[src/rtl/crisp_pkg.sv]
// Shared register-file constants for the integer core: address width,
// XLEN, the hard-wired zero register and requester indices.
package crisp_pkg;
    localparam int REG_ADDR_W = 5;
    localparam int XLEN       = 32;

    typedef logic [REG_ADDR_W-1:0] reg_addr_t;

    localparam reg_addr_t REG_ZERO = 5'd0;

    localparam int REQ_ALU = 0;
    localparam int REQ_LSU = 1;
    localparam int REQ_MUL = 2;
endpackage

[src/rtl/rf_wb_arbiter_rr_pick.sv]
// Combinational round-robin picker: first valid bit at or after ptr,
// wrapping modulo N, reported as one-hot grant plus binary index.
module rr_pick #(
    parameter int N     = 3,
    parameter int PTR_W = 2
) (
    input  logic [N-1:0]     valid,
    input  logic [PTR_W-1:0] ptr,
    output logic [N-1:0]     grant,
    output logic             found,
    output logic [PTR_W-1:0] idx
);
    always_comb begin
        grant = '0;
        found = 1'b0;
        idx   = '0;
        // Walk the search order backwards so the earliest candidate is written last.
        for (int off = N - 1; off >= 0; off--) begin
            int j;
            j = (int'(ptr) + off) % N;
            if (valid[j]) begin
                grant    = '0;
                grant[j] = 1'b1;
                found    = 1'b1;
                idx      = PTR_W'(j);
            end
        end
    end
endmodule

[src/rtl/rf_wb_arbiter.sv]
// Write-back arbiter: round-robin grant of one producer per cycle onto the
// register file's single write port through a one-entry output register.
module rf_wb_arbiter
    import crisp_pkg::*;
#(
    parameter int NUM_REQ = 3,
    parameter int DATA_W  = 32,
    parameter int CNT_W   = 16
) (
    input  logic                         clk,
    input  logic                         rst,
    input  logic                         hold,
    input  logic [NUM_REQ-1:0]           req_valid,
    input  logic [NUM_REQ*REG_ADDR_W-1:0] req_rd,
    input  logic [NUM_REQ*DATA_W-1:0]    req_data,
    output logic [NUM_REQ-1:0]           req_ready,
    output logic                         rf_write_en,
    output logic [REG_ADDR_W-1:0]        rf_rd_select,
    output logic [DATA_W-1:0]            rf_data_in,
    output logic [CNT_W-1:0]             conflict_cnt
);
    localparam int PTR_W = (NUM_REQ > 1) ? $clog2(NUM_REQ) : 1;

    logic [PTR_W-1:0]   ptr_p0;
    logic [NUM_REQ-1:0] vld_mask_p0;
    logic [NUM_REQ-1:0] grant_p0;
    logic               found_p0;
    logic [PTR_W-1:0]   win_p0;
    logic [PTR_W-1:0]   ptr_nxt_p0;
    reg_addr_t          win_rd_p0;
    logic [DATA_W-1:0]  win_data_p0;
    logic               conflict_p0;

    logic               vld_p1;
    reg_addr_t          rd_p1;
    logic [DATA_W-1:0]  data_p1;
    logic [CNT_W-1:0]   cnt_p1;

    // Stage 0: combinational arbitration; reset and freeze mask every request.
    assign vld_mask_p0 = (rst || hold) ? '0 : req_valid;

    rr_pick #(.N(NUM_REQ), .PTR_W(PTR_W)) u_pick (
        .valid (vld_mask_p0),
        .ptr   (ptr_p0),
        .grant (grant_p0),
        .found (found_p0),
        .idx   (win_p0)
    );

    assign req_ready   = grant_p0;
    assign win_rd_p0   = req_rd[int'(win_p0)*REG_ADDR_W +: REG_ADDR_W];
    assign win_data_p0 = req_data[int'(win_p0)*DATA_W +: DATA_W];
    assign ptr_nxt_p0  = (int'(win_p0) == NUM_REQ - 1) ? '0 : win_p0 + PTR_W'(1);
    assign conflict_p0 = !hold && ($countones(req_valid) >= 2);

    // Stage 1: output register feeding the register-file write port.
    always_ff @(posedge clk) begin
        if (rst) begin
            ptr_p0  <= '0;
            vld_p1  <= 1'b0;
            rd_p1   <= '0;
            data_p1 <= '0;
            cnt_p1  <= '0;
        end else begin
            // x0 grants release the requester but never reach the file.
            vld_p1 <= found_p0 && (win_rd_p0 != REG_ZERO);
            if (found_p0) begin
                ptr_p0  <= ptr_nxt_p0;
                rd_p1   <= win_rd_p0;
                data_p1 <= win_data_p0;
            end
            if (conflict_p0 && (cnt_p1 != {CNT_W{1'b1}}))
                cnt_p1 <= cnt_p1 + CNT_W'(1);
        end
    end

    assign rf_write_en  = vld_p1;
    assign rf_rd_select = rd_p1;
    assign rf_data_in   = data_p1;
    assign conflict_cnt = cnt_p1;
endmodule

[config.mk]
export PLATFORM = sky130hd
export DESIGN_NAME = rf_wb_arbiter
export DESIGN_NICKNAME = d
export VERILOG_FILES = /design/src/rtl/crisp_pkg.sv /design/src/rtl/rf_wb_arbiter_rr_pick.sv /design/src/rtl/rf_wb_arbiter.sv
export SDC_FILE = /design/constraint.sdc
export NUM_CORES = 1
export LEC_CHECK = 0
export BUFFER_PORTS_ARGS = -buffer_cell sky130_fd_sc_hd__buf_2
export CAP_MARGIN = 10
export CORE_UTILIZATION = 46
export DETAILED_ROUTE_END_ITERATION = 7
export PLACE_DENSITY = 0.82
export SLEW_MARGIN = 40
export SYNTH_ARGS = -nofsm -noshare
export SYNTH_HDL_FRONTEND = slang
export SYNTH_SLANG_ARGS = --single-unit
[constraint.sdc]
create_clock -name clk -period 7.2 [get_ports clk]
set_input_delay 1.08 -clock clk [delete_from_list [all_inputs] [get_ports clk]]
set_output_delay 1.08 -clock clk [all_outputs]
set_load 0.01 [all_outputs]
==> results.toml, run 1 <==
[timing]
rsz0062_at_grt = "no"
fmax_mhz = 256.9
fin_worst_skew_ns = 0.008683
min_period_ns = 3.892
setup_viol = 0
finalHoldViolations = 0
whs_ns = 0.5030
fin_crit_sh_pct = 54.05
slew_viol_final = 0
worst_slew_pin_slew_ns = 0.7510
relSlewSlack_pct = 49.93
final.setup.tns_ns = 0
fin_ws_ns = 3.308

[clocking]
postCtsHoldBufs = 0
ctsResizeCount = 0
clkTransAtPathRegs_ns = 0.10
cts_buffer_depth = 2
post_cts_buffers = 0
clock_sinks = 56
cts_buffers = 5
h-tree-depth = 2
clock_latency_ns = 0.32
cts_tree = "done"
cts_root_buffer = "clkbuf_8"

[power]
power.density_nw_per_um2 = 292.2
p_leak_nw = 1.885
power.share.clock_pct = 17.7
intPower_uw = 765.8
seq_power_share_pct = 37.3
p_switching_uw = 459.5
ir_drop_mv = 0.1480
p_sw_share_pct = 37.50
comb_power_share_pct = 45.1

[setup_path]
critical-path-max-stage-delay_ns = 0.55
end_kind = "output pin"
startpoint_type = "input pin"
worstSetupPathType = "in2out"
cp_data_required_time_ns = 6.12
path_cells = "buf_2 > nor3b_1 > a22o_1 > and2_1 > a41oi_1 > o21ai_0 > buf_2"
worstPathMaxFanout = 33
critPathSlowestCell = "nor3b_1"
crit_arrival_ns = 2.81
worst_path_most_repeated_cell = "buf_2"

[synth]
ys_types = 53
syn_inst = 350
synth_top_area_cell = "dfxtp_1"
ys_seq_area_share_pct = 34.95
ys_async_sr_fraction_pct = 0
synth_top_area_share_pct = 34.95
syn_area_per_cell_um2 = 9.166
yosys_warnings = 0
synthTopCellsByArea = "dfxtp_1, mux2i_1, a32o_1, o21a_1, nand2_1"
synth-edff-count = 0
synth-seq-cells = 56
syn_area_um2 = 3208
synthFlopType = "dfxtp_1"
ys_top_cells_by_count = "dfxtp_1, mux2i_1, nand2_1"
synthesis.nets = 473
synth.most_common_cell = "dfxtp_1"

[global_route]
grt_first_pass_wirelength_um = 13700
grt-ovfl-total = 0
grt_pass1_vias = 2967
antenna_found_initial = 0
grt.total_usage_pct = 23.39
grt_max_degree = 40

[placement]
dp_worst_setup_slack_ns = 3.067
routabilityCongestion = 0.8726
placed_area_um2 = 4076
hpwlAfterDp_um = 6544
numPortBuffers = 173

[routing]
drt-met1-wl_um = 3804
vias = 3317
dr.pass1.iters = 6
route.met2.wl_um = 4327
vias_per_cell = 5.622
drt_iter0_markers = 133
routed_wl_um = 8840
drcViolationCount = 0
met3WireLength_um = 502
top_layer = "met4"
antenna_left = 0
wl_per_cell_um = 14.98

[floorplan]
row_count = 30
die_w_um = 85.51
start_util_pct = 47.48
design.core.area_um2 = 6756
io_pins = 174
die_area_um2 = 7312
die_h_um = 85.51

[finish]
area_growth_pct = 30.69
fin_area_um2 = 4193
layout-drive-gt1-share_pct = 39.22
fillCellCount = 619
antenna_cells = 0
final_util_pct = 62.06
nets = 632

[worst_hold_path]
hold_class = "reg2reg"

[run]
cap_violations = 0

[run_status]
status = "completed"
cells in the final DEF (no fill, tap or decap), drive strengths merged, types with 3 or more instances in the layout:
cell	instances
clkbuf	5
buf	176
a21oi	10
nand4	3
nor3	9
xnor2	10
o21a	21
or3	4
o21ai	7
mux2i	41
nand2	31
dfxtp	56
a31o	4
o22ai	12
a22oi	13
nand3	9
o31ai	7
a32o	20
inv	9
nor2	21
and2	5
ha	6
flip-flops by register name, summed over array words and instances (netlist names):
register / count
rf_write_en: 1
rf_data_in: 32
ptr_p0: 2
rf_rd_select: 5
conflict_cnt: 16
cell families after synthesis:
kind of cell | synth area share [%]
compound gates | 26.17
simple gates | 14.67
flops | 34.95
mux | 13.61
buf+inv | 5.265
xor+xnor | 3.003
fa+ha+maj | 2.340
power by group through the flow:
stage	Combinational, mW	Clock, mW	Sequential [mW]
detailed placement	0.554	0	0.462
CTS	0.555	0.218	0.456
global route	0.604	0.232	0.468
global placement	0.539	0	0.461
floorplan	0.334	0	0.503
finish	0.553	0.216	0.456
per-stage QoR:
stage	instances	total power [mW]
after floorplan	350	0.8370
after global placement	582	0.9996
after detailed placement	582	1.016
after CTS	590	1.230
after global routing	590	1.304
final	590	1.225
routing by layer:
metal / GRT usage, % / vias to the layer above
met4: 10.00 / 0
met1: 29.21 / 1531
met2: 40.29 / 131
met5: 0 / -
met3: 3.465 / 15
li1: - / 1640
path summary, 6_finish.rpt:
check | startpoint | endpoint | slack (ns) | depth (start not counted)
worst max-delay path | rst | req_ready[2] | 3.31 | 7
worst min register to register | rf_data_in[1] | rf_data_in[1] | 0.50 | 1
worst min-delay path | rf_data_in[1] | rf_data_in[1] | 0.50 | 1
worst max register to register | ptr_p0[1] | rf_data_in[6] | 3.76 | 9
cell type report:
cell class | instances | area [um2] | area share (%)
clock inverter | 3 | 46.29 | 1.104
sequential | 56 | 1121 | 26.74
clock buffer | 5 | 68.82 | 1.641
tap | 80 | 100.1 | 2.387
multi-input combinational | 262 | 1938 | 46.23
inverter | 8 | 30.03 | 0.7162
timing repair buffer | 176 | 888.4 | 21.19
critical path: cells and delay by family:
kind                   cells  cell delay [ns]
AND/OR/NAND/NOR            2             0.72
AO/OA/AOI/OAI              3             0.56
buffers and inverters      2             0.45
Power figures use the tool's default switching activity.
==> run 2, diff against run 1 <==
--- a/config.mk
+++ b/config.mk
@@ -7,9 +7,9 @@
 export LEC_CHECK = 0
 export BUFFER_PORTS_ARGS = -buffer_cell sky130_fd_sc_hd__buf_2
 export CAP_MARGIN = 10
-export CORE_UTILIZATION = 46
+export CORE_UTILIZATION = 45
 export DETAILED_ROUTE_END_ITERATION = 7
-export PLACE_DENSITY = 0.82
+export PLACE_DENSITY = 0.81
 export SLEW_MARGIN = 40
 export SYNTH_ARGS = -nofsm -noshare
 export SYNTH_HDL_FRONTEND = slang
==> constraint.sdc (replaced) <==
create_clock -name clk -period 4 [get_ports clk]
set_input_delay 0.6 -clock clk [delete_from_list [all_inputs] [get_ports clk]]
set_output_delay 0.6 -clock clk [all_outputs]
set_load 0.01 [all_outputs]
==> run 2 against run 1 <==
Final cell count is 3.1% higher. Critical path depth is 1 higher. Via count is 0.84% higher. Setup slack worse by 2.4 ns. Worst hold slack worse by 0.0074 ns. Sequential cell count stayed put. Wire length is 1.8% higher. Die area is 2.2% higher. Utilization is 0.41 points lower.
==> results.toml, run 2 (synthesized netlist as in run 1, its figures left out) <==
[run_status]
status = "completed"

[power]
seq_power_share_pct = 38.1
p_switching_uw = 820.6
intPower_mw = 1.336
p_leak_nw = 1.886
p_sw_share_pct = 38.05
comb_power_share_pct = 46.8
power.density_nw_per_um2 = 512.1
power.share.clock_pct = 15.1
ir_drop_mv = 0.2493

[global_route]
grt_max_degree = 34
grt_pass1_vias = 3043
grt.total_usage_pct = 23.29
antenna_found_initial = 0
grt_first_pass_wirelength_um = 13810
grt-ovfl-total = 0

[setup_path]
crit_arrival_ns = 2.46
critical-path-max-stage-delay_ns = 0.46
critPathSlowestCell = "ha_1"
critPathBufInv = 2
critPathTopFamily = "compound AO/OA/AOI/OAI gates"
worstPathMaxFanout = 10
cp_data_required_time_ns = 3.40
path_cells = "inv_1 > ha_1 > mux2_4 > a22o_1 > and2_1 > a41oi_1 > o21ai_0 > buf_2"
end_kind = "output pin"
startpoint_type = "flip-flop"
worstSetupPathType = "reg2out"

[clocking]
cts_root_buffer = "clkbuf_8"
h-tree-depth = 2
clock_sinks = 56
cts_buffer_depth = 2
cts_buffers = 5
ctsResizeCount = 0
postCtsHoldBufs = 0
clock_latency_ns = 0.31
clkTransAtPathRegs_ns = 0.10
cts_tree = "done"
post_cts_buffers = 0

[floorplan]
row_count = 30
io_pins = 174
die_area_um2 = 7471
die_h_um = 86.44
design.core.area_um2 = 6832
start_util_pct = 46.96
die_w_um = 86.44

[routing]
drcViolationCount = 0
drt_iter0_markers = 82
vias = 3345
vias_per_cell = 5.502
dr.pass1.iters = 4
wl_per_cell_um = 14.80
routed_wl_um = 8999
antenna_left = 0

[finish]
final_common_cell = "buf_2"
area_growth_pct = 31.28
largest_reg_flops = 32
layout_common_cells = "buf_2, dfxtp_1, mux2i_1"
fillCellCount = 584
multiInputGateArea_um2 = 1938
layout-drive-gt1-share_pct = 39.45
antenna_cells = 0
layout.cells.non_filler = 608
nets = 635
register_area_um2 = 1121

[timing]
fmax_mhz = 327.1
fin_worst_skew_ns = 0.009359
final.setup.tns_ns = 0
relSlewSlack_pct = 42.88
finalHoldViolations = 0
min_period_ns = 3.057
fin_crit_sh_pct = 76.42
worst_slew_pin_slew_ns = 0.8521
rsz0062_at_grt = "no"
setup_viol = 0
slew_viol_final = 0

[placement]
numPortBuffers = 173
routabilityCongestion = 0.8597
place_inst = 601
hpwlAfterDp_um = 6954

[worst_hold_path]
hold_class = "reg2reg"

[run]
cap_violations = 0
## run 2: cell count changes in the layout (fill, tap and decap cells not counted), sizes merged
cell	change
clkbuf	+1
bufinv	-1
inv	-1
buf	+3
## run 2: path summary, 6_finish.rpt
| kind | startpoint | end | slack (ns) | cells past startpoint |
|---|---|---|---|---|
| worst max-delay path | ptr_p0[0] | req_ready[2] | 0.94 | 8 |
| worst min-delay path | rf_rd_select[4] | rf_rd_select[4] | 0.50 | 1 |
| worst max register to register | ptr_p0[0] | rf_data_in[11] | 1.08 | 8 |
| worst min register to register | rf_rd_select[4] | rf_rd_select[4] | 0.50 | 1 |
## run 2: worst reg2reg max path, cell delays in order (launching register included)
cell and delay (ns):
dfxtp_1 0.39, inv_1 0.08, ha_1 0.46, mux2_4 0.36
a22o_1 0.29, nor3_2 0.66, buf_4 0.32, a22oi_1 0.11
o22ai_1 0.19
## run 2: area by class of cell
cell class,instances,share of cell area (%)
multi-input combinational,262,46.02
sequential,56,26.62
timing repair buffer,179,21.63
tap,96,2.852
clock buffer,6,1.961
inverter,8,0.7130
clock inverter,1,0.2080
## run 2: per-stage QoR
step	setup slack (ns)	utilization (%)	area (um2)	power [mW]	hold slack [ns]
after floorplan	1.475	-	3208	1.507	0.4847
after global placement	0.8505	60.26	4116	1.804	0.4627
after detailed placement	0.7874	60.29	4119	1.843	0.4716
after CTS	0.9417	61.63	4210	2.164	0.4958
after global routing	0.7753	61.65	4212	2.292	0.5146
final	0.9431	61.65	4212	2.157	0.4956
## run 2: power by group through the flow
stage / logic (mW) / registers, mW / clock network [mW]
final: 1.01 / 0.823 / 0.325
after global routing: 1.10 / 0.841 / 0.350
after floorplan: 0.601 / 0.906 / 0
after detailed placement: 1.01 / 0.830 / 0
after CTS: 1.01 / 0.820 / 0.331
after global placement: 0.977 / 0.827 / 0
## run 2: metal layers
layer | GRT usage, % | wire, um | part of all wire [%] | vias to the layer above
met2 | 44.01 | 4585 | 51 | 141
met4 | 5.758 | 113 | 1.3 | 0
met3 | 3.714 | 548 | 6.1 | 11
li1 | - | - | - | 1641
met5 | 0 | 0 | 0 | -
met1 | 27.30 | 3752 | 42 | 1552
